[src/rtl/ddr_pkg.sv]
// Shared types and constants for the DDR command front end: pin-level command
// encoding, burst FSM states, mode-register code limits and small decode helpers.
package ddr_pkg;

    // Command encoding follows the pin order {cs_n, ras_n, cas_n, we_n}.
    typedef enum logic [3:0] {
        CMD_LOAD_MODE  = 4'b0000,
        CMD_REFRESH    = 4'b0001,
        CMD_PRECHARGE  = 4'b0010,
        CMD_ACTIVE     = 4'b0011,
        CMD_WRITE      = 4'b0100,
        CMD_READ       = 4'b0101,
        CMD_BURST_TERM = 4'b0110,
        CMD_NOP        = 4'b0111,
        CMD_DESELECT   = 4'b1000
    } ddr_cmd_e;

    typedef enum logic [2:0] {
        ST_IDLE,
        ST_RD_WAIT,
        ST_RD,
        ST_WR,
        ST_GAP
    } burst_fsm_e;

    // Legal mode-register codes: BL code 1..3 (BL2/4/8), CAS latency 2..3.
    localparam logic [2:0] BL_CODE_MIN = 3'd1;
    localparam logic [2:0] BL_CODE_MAX = 3'd3;
    localparam logic [2:0] CL_MIN      = 3'd2;
    localparam logic [2:0] CL_MAX      = 3'd3;

    // Address bit that selects "all banks" on PRECHARGE.
    localparam int A10_BIT = 10;

    // Map the four command pins to a command; chip deselect masks everything else.
    function automatic ddr_cmd_e decode_cmd(input logic cs_n, input logic ras_n,
                                            input logic cas_n, input logic we_n);
        ddr_cmd_e cmd;
        // NOTE: assign a default before any branch so no path leaves the result
        // unassigned; in combinational context that is what keeps latches out.
        cmd = CMD_DESELECT;
        if (!cs_n) begin
            case ({ras_n, cas_n, we_n})
                3'b000:  cmd = CMD_LOAD_MODE;
                3'b001:  cmd = CMD_REFRESH;
                3'b010:  cmd = CMD_PRECHARGE;
                3'b011:  cmd = CMD_ACTIVE;
                3'b100:  cmd = CMD_WRITE;
                3'b101:  cmd = CMD_READ;
                3'b110:  cmd = CMD_BURST_TERM;
                default: cmd = CMD_NOP;
            endcase
        end
        return cmd;
    endfunction

    // Number of beats for a BL code: 1 -> 2, 2 -> 4, 3 -> 8.
    function automatic logic [3:0] burst_beats(input logic [2:0] bl_code);
        return 4'd2 << (bl_code - 3'd1);
    endfunction

    // True when a LOAD MODE operand carries a supported BL code and CAS latency.
    function automatic logic mode_valid(input logic [2:0] bl_code, input logic [2:0] cl);
        return (bl_code >= BL_CODE_MIN) && (bl_code <= BL_CODE_MAX) &&
               (cl >= CL_MIN) && (cl <= CL_MAX);
    endfunction

endpackage

[src/rtl/ddr_bank_tracker.sv]
// Per-bank open-row bookkeeping: latches the row on ACTIVE, clears the open flag
// on PRECHARGE (single bank or all), and flags ACTIVE to an already open bank.
module ddr_bank_tracker #(
    parameter int ROW_WIDTH = 14
) (
    input  logic                       clk2x,
    input  logic                       rst_n,
    input  logic                       act_req_i,
    input  logic                       pre_req_i,
    input  logic                       pre_all_i,
    input  logic [1:0]                 bank_i,
    input  logic [ROW_WIDTH-1:0]       row_i,
    output logic [3:0][ROW_WIDTH-1:0]  ra_o,
    output logic [3:0]                 row_active_o,
    output logic                       act_reject_o
);

    logic [3:0][ROW_WIDTH-1:0] ra_q;
    logic [3:0]                row_active_q;

    // ACTIVE is illegal only when the addressed bank already holds an open row.
    assign act_reject_o = act_req_i && row_active_q[bank_i];

    // Open a row on a legal ACTIVE, close one or all banks on PRECHARGE.
    always_ff @(posedge clk2x or negedge rst_n) begin
        if (!rst_n) begin
            // NOTE: the row table is only four entries and is observable at the
            // pins, so it is reset like ordinary control state rather than left
            // uninitialised as a RAM would be.
            ra_q         <= '0;
            row_active_q <= '0;
        end else if (act_req_i && !row_active_q[bank_i]) begin
            // NOTE: non-blocking assignments for every clocked register so all
            // flops update from the same pre-edge values regardless of order.
            ra_q[bank_i]         <= row_i;
            row_active_q[bank_i] <= 1'b1;
        end else if (pre_req_i) begin
            if (pre_all_i) begin
                row_active_q <= '0;
            end else begin
                row_active_q[bank_i] <= 1'b0;
            end
        end
    end

    assign ra_o         = ra_q;
    assign row_active_o = row_active_q;

endmodule

[src/rtl/ddr_cmd_decoder.sv]
// DDR1 command front end: decodes the command pins, holds the mode register,
// gates commands on bank/refresh/burst state, and times read/write beat windows
// for the bank array. Every output comes straight from flops.
module ddr_cmd_decoder
    import ddr_pkg::*;
#(
    parameter int ROW_WIDTH  = 14,
    parameter int COL_WIDTH  = 10,
    parameter int TRFC       = 8,
    parameter int DEFAULT_CL = 2
) (
    input  logic                       clk2x,
    input  logic                       rst_n,
    input  logic                       cs_n,
    input  logic                       ras_n,
    input  logic                       cas_n,
    input  logic                       we_n,
    input  logic [1:0]                 ba_in,
    input  logic [ROW_WIDTH-1:0]       addr,
    output logic [3:0][ROW_WIDTH-1:0]  ra,
    output logic [3:0]                 row_active,
    output logic [COL_WIDTH-1:0]       ca,
    output logic [1:0]                 ba,
    output logic [2:0]                 burst_len,
    output logic                       burst_type,
    output logic [2:0]                 cas_lat,
    output logic                       read_active,
    output logic                       write_active,
    output logic                       burst_stop,
    output logic                       cmd_err,
    output logic                       busy
);

    localparam int RCW = $clog2(TRFC + 1);

    ddr_cmd_e             cmd;
    burst_fsm_e           state_q;
    logic [3:0]           beat_cnt_q;
    logic [RCW-1:0]       ref_cnt_q;
    logic [COL_WIDTH-1:0] ca_q;
    logic [1:0]           ba_q;
    logic [2:0]           burst_len_q;
    logic                 burst_type_q;
    logic [2:0]           cas_lat_q;
    logic                 read_active_q;
    logic                 write_active_q;
    logic                 burst_stop_q;
    logic                 cmd_err_q;

    logic refreshing;
    logic cmd_window_open;
    logic bursting;
    logic rdwr_req;
    logic rdwr_accept;
    logic lmr_accept;
    logic ref_accept;
    logic pre_req;
    logic stop_burst;
    logic act_reject;
    logic cmd_err_d;

    ddr_bank_tracker #(
        .ROW_WIDTH (ROW_WIDTH)
    ) u_bank_tracker (
        .clk2x        (clk2x),
        .rst_n        (rst_n),
        .act_req_i    (cmd == CMD_ACTIVE),
        .pre_req_i    (pre_req),
        .pre_all_i    (addr[A10_BIT]),
        .bank_i       (ba_in),
        .row_i        (addr),
        .ra_o         (ra),
        .row_active_o (row_active),
        .act_reject_o (act_reject)
    );

    // Command legality: READ/WRITE/LOAD MODE/REFRESH need an idle FSM and no
    // refresh in flight; BURST TERMINATE or a PRECHARGE hitting the burst bank
    // aborts a running burst.
    always_comb begin
        cmd             = decode_cmd(cs_n, ras_n, cas_n, we_n);
        refreshing      = (ref_cnt_q != '0);
        cmd_window_open = (state_q == ST_IDLE) && !refreshing;
        bursting        = (state_q == ST_RD_WAIT) || (state_q == ST_RD) || (state_q == ST_WR);
        rdwr_req        = (cmd == CMD_READ) || (cmd == CMD_WRITE);
        rdwr_accept     = rdwr_req && cmd_window_open && row_active[ba_in];
        lmr_accept      = (cmd == CMD_LOAD_MODE) && cmd_window_open &&
                          mode_valid(addr[2:0], addr[6:4]);
        ref_accept      = (cmd == CMD_REFRESH) && cmd_window_open && (row_active == 4'b0000);
        pre_req         = (cmd == CMD_PRECHARGE);
        stop_burst      = bursting &&
                          ((cmd == CMD_BURST_TERM) ||
                           (pre_req && (addr[A10_BIT] || (ba_in == ba_q))));
        cmd_err_d       = (rdwr_req && !rdwr_accept) ||
                          ((cmd == CMD_LOAD_MODE) && !lmr_accept) ||
                          ((cmd == CMD_REFRESH) && !ref_accept) ||
                          act_reject;
    end

    // Mode register: only a legal LOAD MODE changes burst length, type and CL.
    always_ff @(posedge clk2x or negedge rst_n) begin
        if (!rst_n) begin
            burst_len_q  <= BL_CODE_MIN;
            burst_type_q <= 1'b0;
            cas_lat_q    <= 3'(DEFAULT_CL);
        end else if (lmr_accept) begin
            burst_len_q  <= addr[2:0];
            burst_type_q <= addr[3];
            cas_lat_q    <= addr[6:4];
        end
    end

    // Burst start column and bank are captured when a READ/WRITE is accepted.
    always_ff @(posedge clk2x or negedge rst_n) begin
        if (!rst_n) begin
            ca_q <= '0;
            ba_q <= '0;
        end else if (rdwr_accept) begin
            ca_q <= addr[COL_WIDTH-1:0];
            ba_q <= ba_in;
        end
    end

    // Refresh timer: holds off commands for TRFC cycles after AUTO REFRESH.
    always_ff @(posedge clk2x or negedge rst_n) begin
        if (!rst_n) begin
            ref_cnt_q <= '0;
        end else if (ref_accept) begin
            ref_cnt_q <= RCW'(TRFC);
        end else if (refreshing) begin
            ref_cnt_q <= ref_cnt_q - 1'b1;
        end
    end

    // Burst FSM with registered beat windows and abort pulse. RD_WAIT covers
    // CL-1 cycles, RD/WR cover BL cycles, GAP is one dead cycle so the array can
    // rewind its beat index. An abort goes straight to GAP, so the stop pulse and
    // the dead cycle coincide.
    always_ff @(posedge clk2x or negedge rst_n) begin
        if (!rst_n) begin
            state_q        <= ST_IDLE;
            beat_cnt_q     <= '0;
            read_active_q  <= 1'b0;
            write_active_q <= 1'b0;
            burst_stop_q   <= 1'b0;
        end else begin
            burst_stop_q <= 1'b0;
            case (state_q)
                ST_IDLE: begin
                    if (rdwr_accept) begin
                        if (cmd == CMD_READ) begin
                            state_q    <= ST_RD_WAIT;
                            beat_cnt_q <= 4'(cas_lat_q - CL_MIN);
                        end else begin
                            state_q        <= ST_WR;
                            write_active_q <= 1'b1;
                            beat_cnt_q     <= burst_beats(burst_len_q) - 4'd1;
                        end
                    end
                end
                ST_RD_WAIT: begin
                    if (stop_burst) begin
                        state_q      <= ST_GAP;
                        burst_stop_q <= 1'b1;
                    end else if (beat_cnt_q == 4'd0) begin
                        state_q       <= ST_RD;
                        read_active_q <= 1'b1;
                        beat_cnt_q    <= burst_beats(burst_len_q) - 4'd1;
                    end else begin
                        beat_cnt_q <= beat_cnt_q - 4'd1;
                    end
                end
                ST_RD: begin
                    if (stop_burst) begin
                        state_q       <= ST_GAP;
                        read_active_q <= 1'b0;
                        burst_stop_q  <= 1'b1;
                    end else if (beat_cnt_q == 4'd0) begin
                        state_q       <= ST_GAP;
                        read_active_q <= 1'b0;
                    end else begin
                        beat_cnt_q <= beat_cnt_q - 4'd1;
                    end
                end
                ST_WR: begin
                    if (stop_burst) begin
                        state_q        <= ST_GAP;
                        write_active_q <= 1'b0;
                        burst_stop_q   <= 1'b1;
                    end else if (beat_cnt_q == 4'd0) begin
                        state_q        <= ST_GAP;
                        write_active_q <= 1'b0;
                    end else begin
                        beat_cnt_q <= beat_cnt_q - 4'd1;
                    end
                end
                ST_GAP: begin
                    state_q <= ST_IDLE;
                end
                default: begin
                    state_q        <= ST_IDLE;
                    read_active_q  <= 1'b0;
                    write_active_q <= 1'b0;
                end
            endcase
        end
    end

    // Reject flag is a one-cycle pulse following the offending command.
    always_ff @(posedge clk2x or negedge rst_n) begin
        if (!rst_n) begin
            cmd_err_q <= 1'b0;
        end else begin
            cmd_err_q <= cmd_err_d;
        end
    end

    assign ca           = ca_q;
    assign ba           = ba_q;
    assign burst_len    = burst_len_q;
    assign burst_type   = burst_type_q;
    assign cas_lat      = cas_lat_q;
    assign read_active  = read_active_q;
    assign write_active = write_active_q;
    assign burst_stop   = burst_stop_q;
    assign cmd_err      = cmd_err_q;
    // Busy is a decode of flops only: burst not retired or refresh timer running.
    assign busy         = (state_q != ST_IDLE) || refreshing;

endmodule
[config.mk]
export PLATFORM = sky130hd
export DESIGN_NAME = ddr_cmd_decoder
export DESIGN_NICKNAME = d
export VERILOG_FILES = /design/src/rtl/ddr_pkg.sv /design/src/rtl/ddr_bank_tracker.sv /design/src/rtl/ddr_cmd_decoder.sv
export SDC_FILE = /design/constraint.sdc
export NUM_CORES = 1
export LEC_CHECK = 0
export BUFFER_PORTS_ARGS = -buffer_cell sky130_fd_sc_hd__buf_2
export CORE_ASPECT_RATIO = 1.1
export CORE_MARGIN = 8
export CORE_UTILIZATION = 45
export DETAILED_ROUTE_END_ITERATION = 10
export PLACE_DENSITY_LB_ADDON = 0.15
export SLEW_MARGIN = 20
export SYNTH_ARGS = -nofsm -noshare
export SYNTH_HDL_FRONTEND = slang
export SYNTH_SLANG_ARGS = --single-unit
[constraint.sdc]
create_clock -name clk2x -period 5.6 [get_ports clk2x]
set_input_delay 0.56 -clock clk2x [delete_from_list [all_inputs] [get_ports clk2x]]
set_output_delay 0.56 -clock clk2x [all_outputs]
set_load 0.005 [all_outputs]
==> impl_metrics.json <==
{
  "synth_top_cell_area_share_pct": 56.39,
  "start_util_pct": 46.24,
  "routed_wl_um": 9860,
  "power_density_nw_per_um2": 364.0,
  "status": "finished clean",
  "synthFlopType": "dfrtp_1",
  "criticalPathCategory": "reg -> reg",
  "clock.fmax_ghz": 0.3790,
  "max_slew_margin_pct": 39.39,
  "drc_errors": 0,
  "fp.dieW_um": 106.8,
  "htreeDepth": 3,
  "p_leak_nw": 2.524,
  "place_ws_ps": 2827,
  "finalCritPeriodShare_pct": 47.11,
  "cts_resized": 0,
  "insertedDiodeCount": 0,
  "clock_path_buffers": 2,
  "io_buffer_count": 105,
  "final-setup-viol-count": 0,
  "boundaryPins": 106,
  "hp-class": "in -> async",
  "globalRoute.totalOverflow": 0,
  "endpoint_kind": "flip-flop",
  "first_global_vias": 2981,
  "rr_worst_depth": 5,
  "synthCells": 306,
  "clkTransAtPathRegs_ps": 90,
  "ctsHoldBuffers": 0,
  "routed_via_density": 5.266,
  "synth.area.top_cells": "dfrtp_1 (56%), mux2_2 (20%), o21ai_0 (1.6%)",
  "num_rows": 36,
  "period_minus_slack_ps": 2638,
  "tightest_slew_ps": 904.4,
  "maxCapViolCount": 0,
  "grt_usage_pct": 16.53,
  "cp.arrival_ps": 2880,
  "grt_max_degree": 61,
  "wire_per_inst_um": 18.50,
  "synth.avg_cell_area_um2": 13.34,
  "synthesis.nets": 333,
  "fin_area_um2": 4907,
  "final_antenna_net_count": 0,
  "drive_gt1_share_pct": 49.64,
  "rsz0062_at_grt": "false",
  "ys_seq_area_share_pct": 57.68,
  "drv_slew": 0,
  "seq_area_um2": 2355,
  "synth_edf_count": 0,
  "cts_tree": "built",
  "synth_area_leader_cell": "dfrtp_1",
  "cp.buffers_inverters": 1,
  "async_reset_ff_share_pct": 100.0,
  "dieArea_um2": 12380,
  "timing.rr.start": "ref_cnt_q[0]",
  "timing.rr.end": "ca[0]",
  "r2r_slack_ps": 2960,
  "worst_slack_ps": 2962,
  "root_buffer": "clkbuf_8",
  "synth_seq_cells": 94,
  "drt_iter0_drc": 90,
  "die_y_um": 115.9,
  "required_ps": 5840,
  "synth_warnings": 0,
  "gp_congestion": 0.8744,
  "synth_area_um2": 4083,
  "vias": 2807,
  "dr.pass1.iters": 4,
  "slowest_delay_ps": 830,
  "cts_sinks": 94,
  "fin_nets": 441,
  "cpMaxStageDelayCell": "nand4b_1",
  "power_mw": 1.786,
  "cts_buffers": 9,
  "worstPathCellList": "inv_1 -> ha_1 -> or3b_1 -> nand4b_1 -> mux2_2",
  "synth.distinct_cells": 52,
  "critPathTopFamily": "simple AND/OR/NAND/NOR gates",
  "grt_pass1_wl_um": 15900,
  "holdWs_ps": 152.6,
  "finalHoldViolCount": 0,
  "clk_latency_ps": 350,
  "fin_util_pct": 55.58,
  "dp.cells": 517,
  "dpl.hpwl_um": 7243,
  "fin_worst_skew_ps": 7.256,
  "nFillCells": 800,
  "dpl-instance-area_um2": 4716,
  "irDropWorstVdd_mv": 0.1966,
  "cp_max_fo": 14,
  "antenna_found_initial": 0,
  "multi_input_area_um2": 1623,
  "post-cts-setup-buffer-count": 0,
  "area_delta_synth_final_pct": 20.20,
  "setup-tns-final_ps": 0,
  "cp-start-kind": "flip-flop",
  "instances_no_fill": 533,
  "core-area_um2": 8828,
  "crit_start": "ref_cnt_q[0]"
}
-- routing by layer --
layer / part of all wire [%] / GRT usage, % / vias to the layer above
li1: - / - / 1313
met1: 43 / 19.51 / 1408
met2: 49 / 26.84 / 80
met3: 7.4 / 7.063 / 6
met4: 0.75 / 4.789 / 0
met5: 0 / 0 / -
-- area by class of cell --
class                      instances  share of cell area, %
clock inverter                     5                  1.224
multi-input combinational        190                  33.07
sequential                        94                  47.99
tap                              114                  2.907
inverter                          10                 0.7649
clock buffer                      11                  2.677
timing repair buffer             109                  11.37
-- where the power goes --
part | switching [mW] | internal (mW) | leakage [nW]
Combinational | 0.196 | 0.237 | 1.23
Clock | 0.230 | 0.208 | 0.0935
Sequential | 0.0940 | 0.822 | 1.20
-- layout by cell type, fill, tap and decap left out, types with 3 or more instances in the layout --
master    synthesis  final
ha_1              5      5
buf_4             2      5
buf_2             6    104
dfrtp_1          92     92
a21o_1            7      7
nand2_1          16     16
mux2i_1           3      3
xor2_1            3      3
nand3_1           3      3
o21ai_0          13     13
inv_1            10     10
nor3b_1           3      3
nor2_1           12     12
nor2b_1           5      5
clkbuf_8          0      9
mux2_2           74     74
a21oi_1           4      4
nor3_1            4      4
-- worst register-to-register path, stage by stage (launching register included) --
cell	delay [ps]
dfrtp_1	410
inv_1	60
ha_1	190
or3b_1	460
nand4b_1	830
mux2_2	570
-- synth_stat cells, types with 4 or more instances --
cell     number
dfrtp_1      92
mux2_2       74
nand2_1      16
o21ai_0      13
nor2_1       12
inv_1        10
a21o_1        7
buf_2         6
ha_1          5
nor2b_1       5
a21oi_1       4
nor3_1        4
-- worst max-delay path by stage --
stage / endpoint / slack (ps) / cells past startpoint
6_report: ca[0] / 2960 / 5
5_1_grt: ca[0] / 2750 / 5
3_5_place_dp: ca[0] / 2830 / 4
2_1_floorplan: u_bank_tracker.ra_o[10] / 3360 / 6
3_3_place_gp: ca[9] / 2780 / 4
4_1_cts: ca[0] / 2900 / 5
-- registers in the layout, indices dropped and copies added, names as in the netlist, 2 cells and up --
signal and count:
ca 10, state_q 3, u_bank_tracker.ra_o 56, cas_lat 3, beat_cnt_q 4, ref_cnt_q 4
burst_len 3, ba 2, u_bank_tracker.row_active_o 4
-- kinds of logic after synthesis --
| family | count (synthesis) | synth area share [%] |
|---|---|---|
| muxes | 78 | 21.70 |
| AOI/OAI and AO/OA | 39 | 6.252 |
| adders and majority gates | 5 | 1.532 |
| and+or+nand+nor | 63 | 9.194 |
| DFF | 94 | 57.68 |
| xor gates and xnor gates | 5 | 1.073 |
| buffers and inverters | 22 | 2.574 |
(Power assumes the default switching activity.)
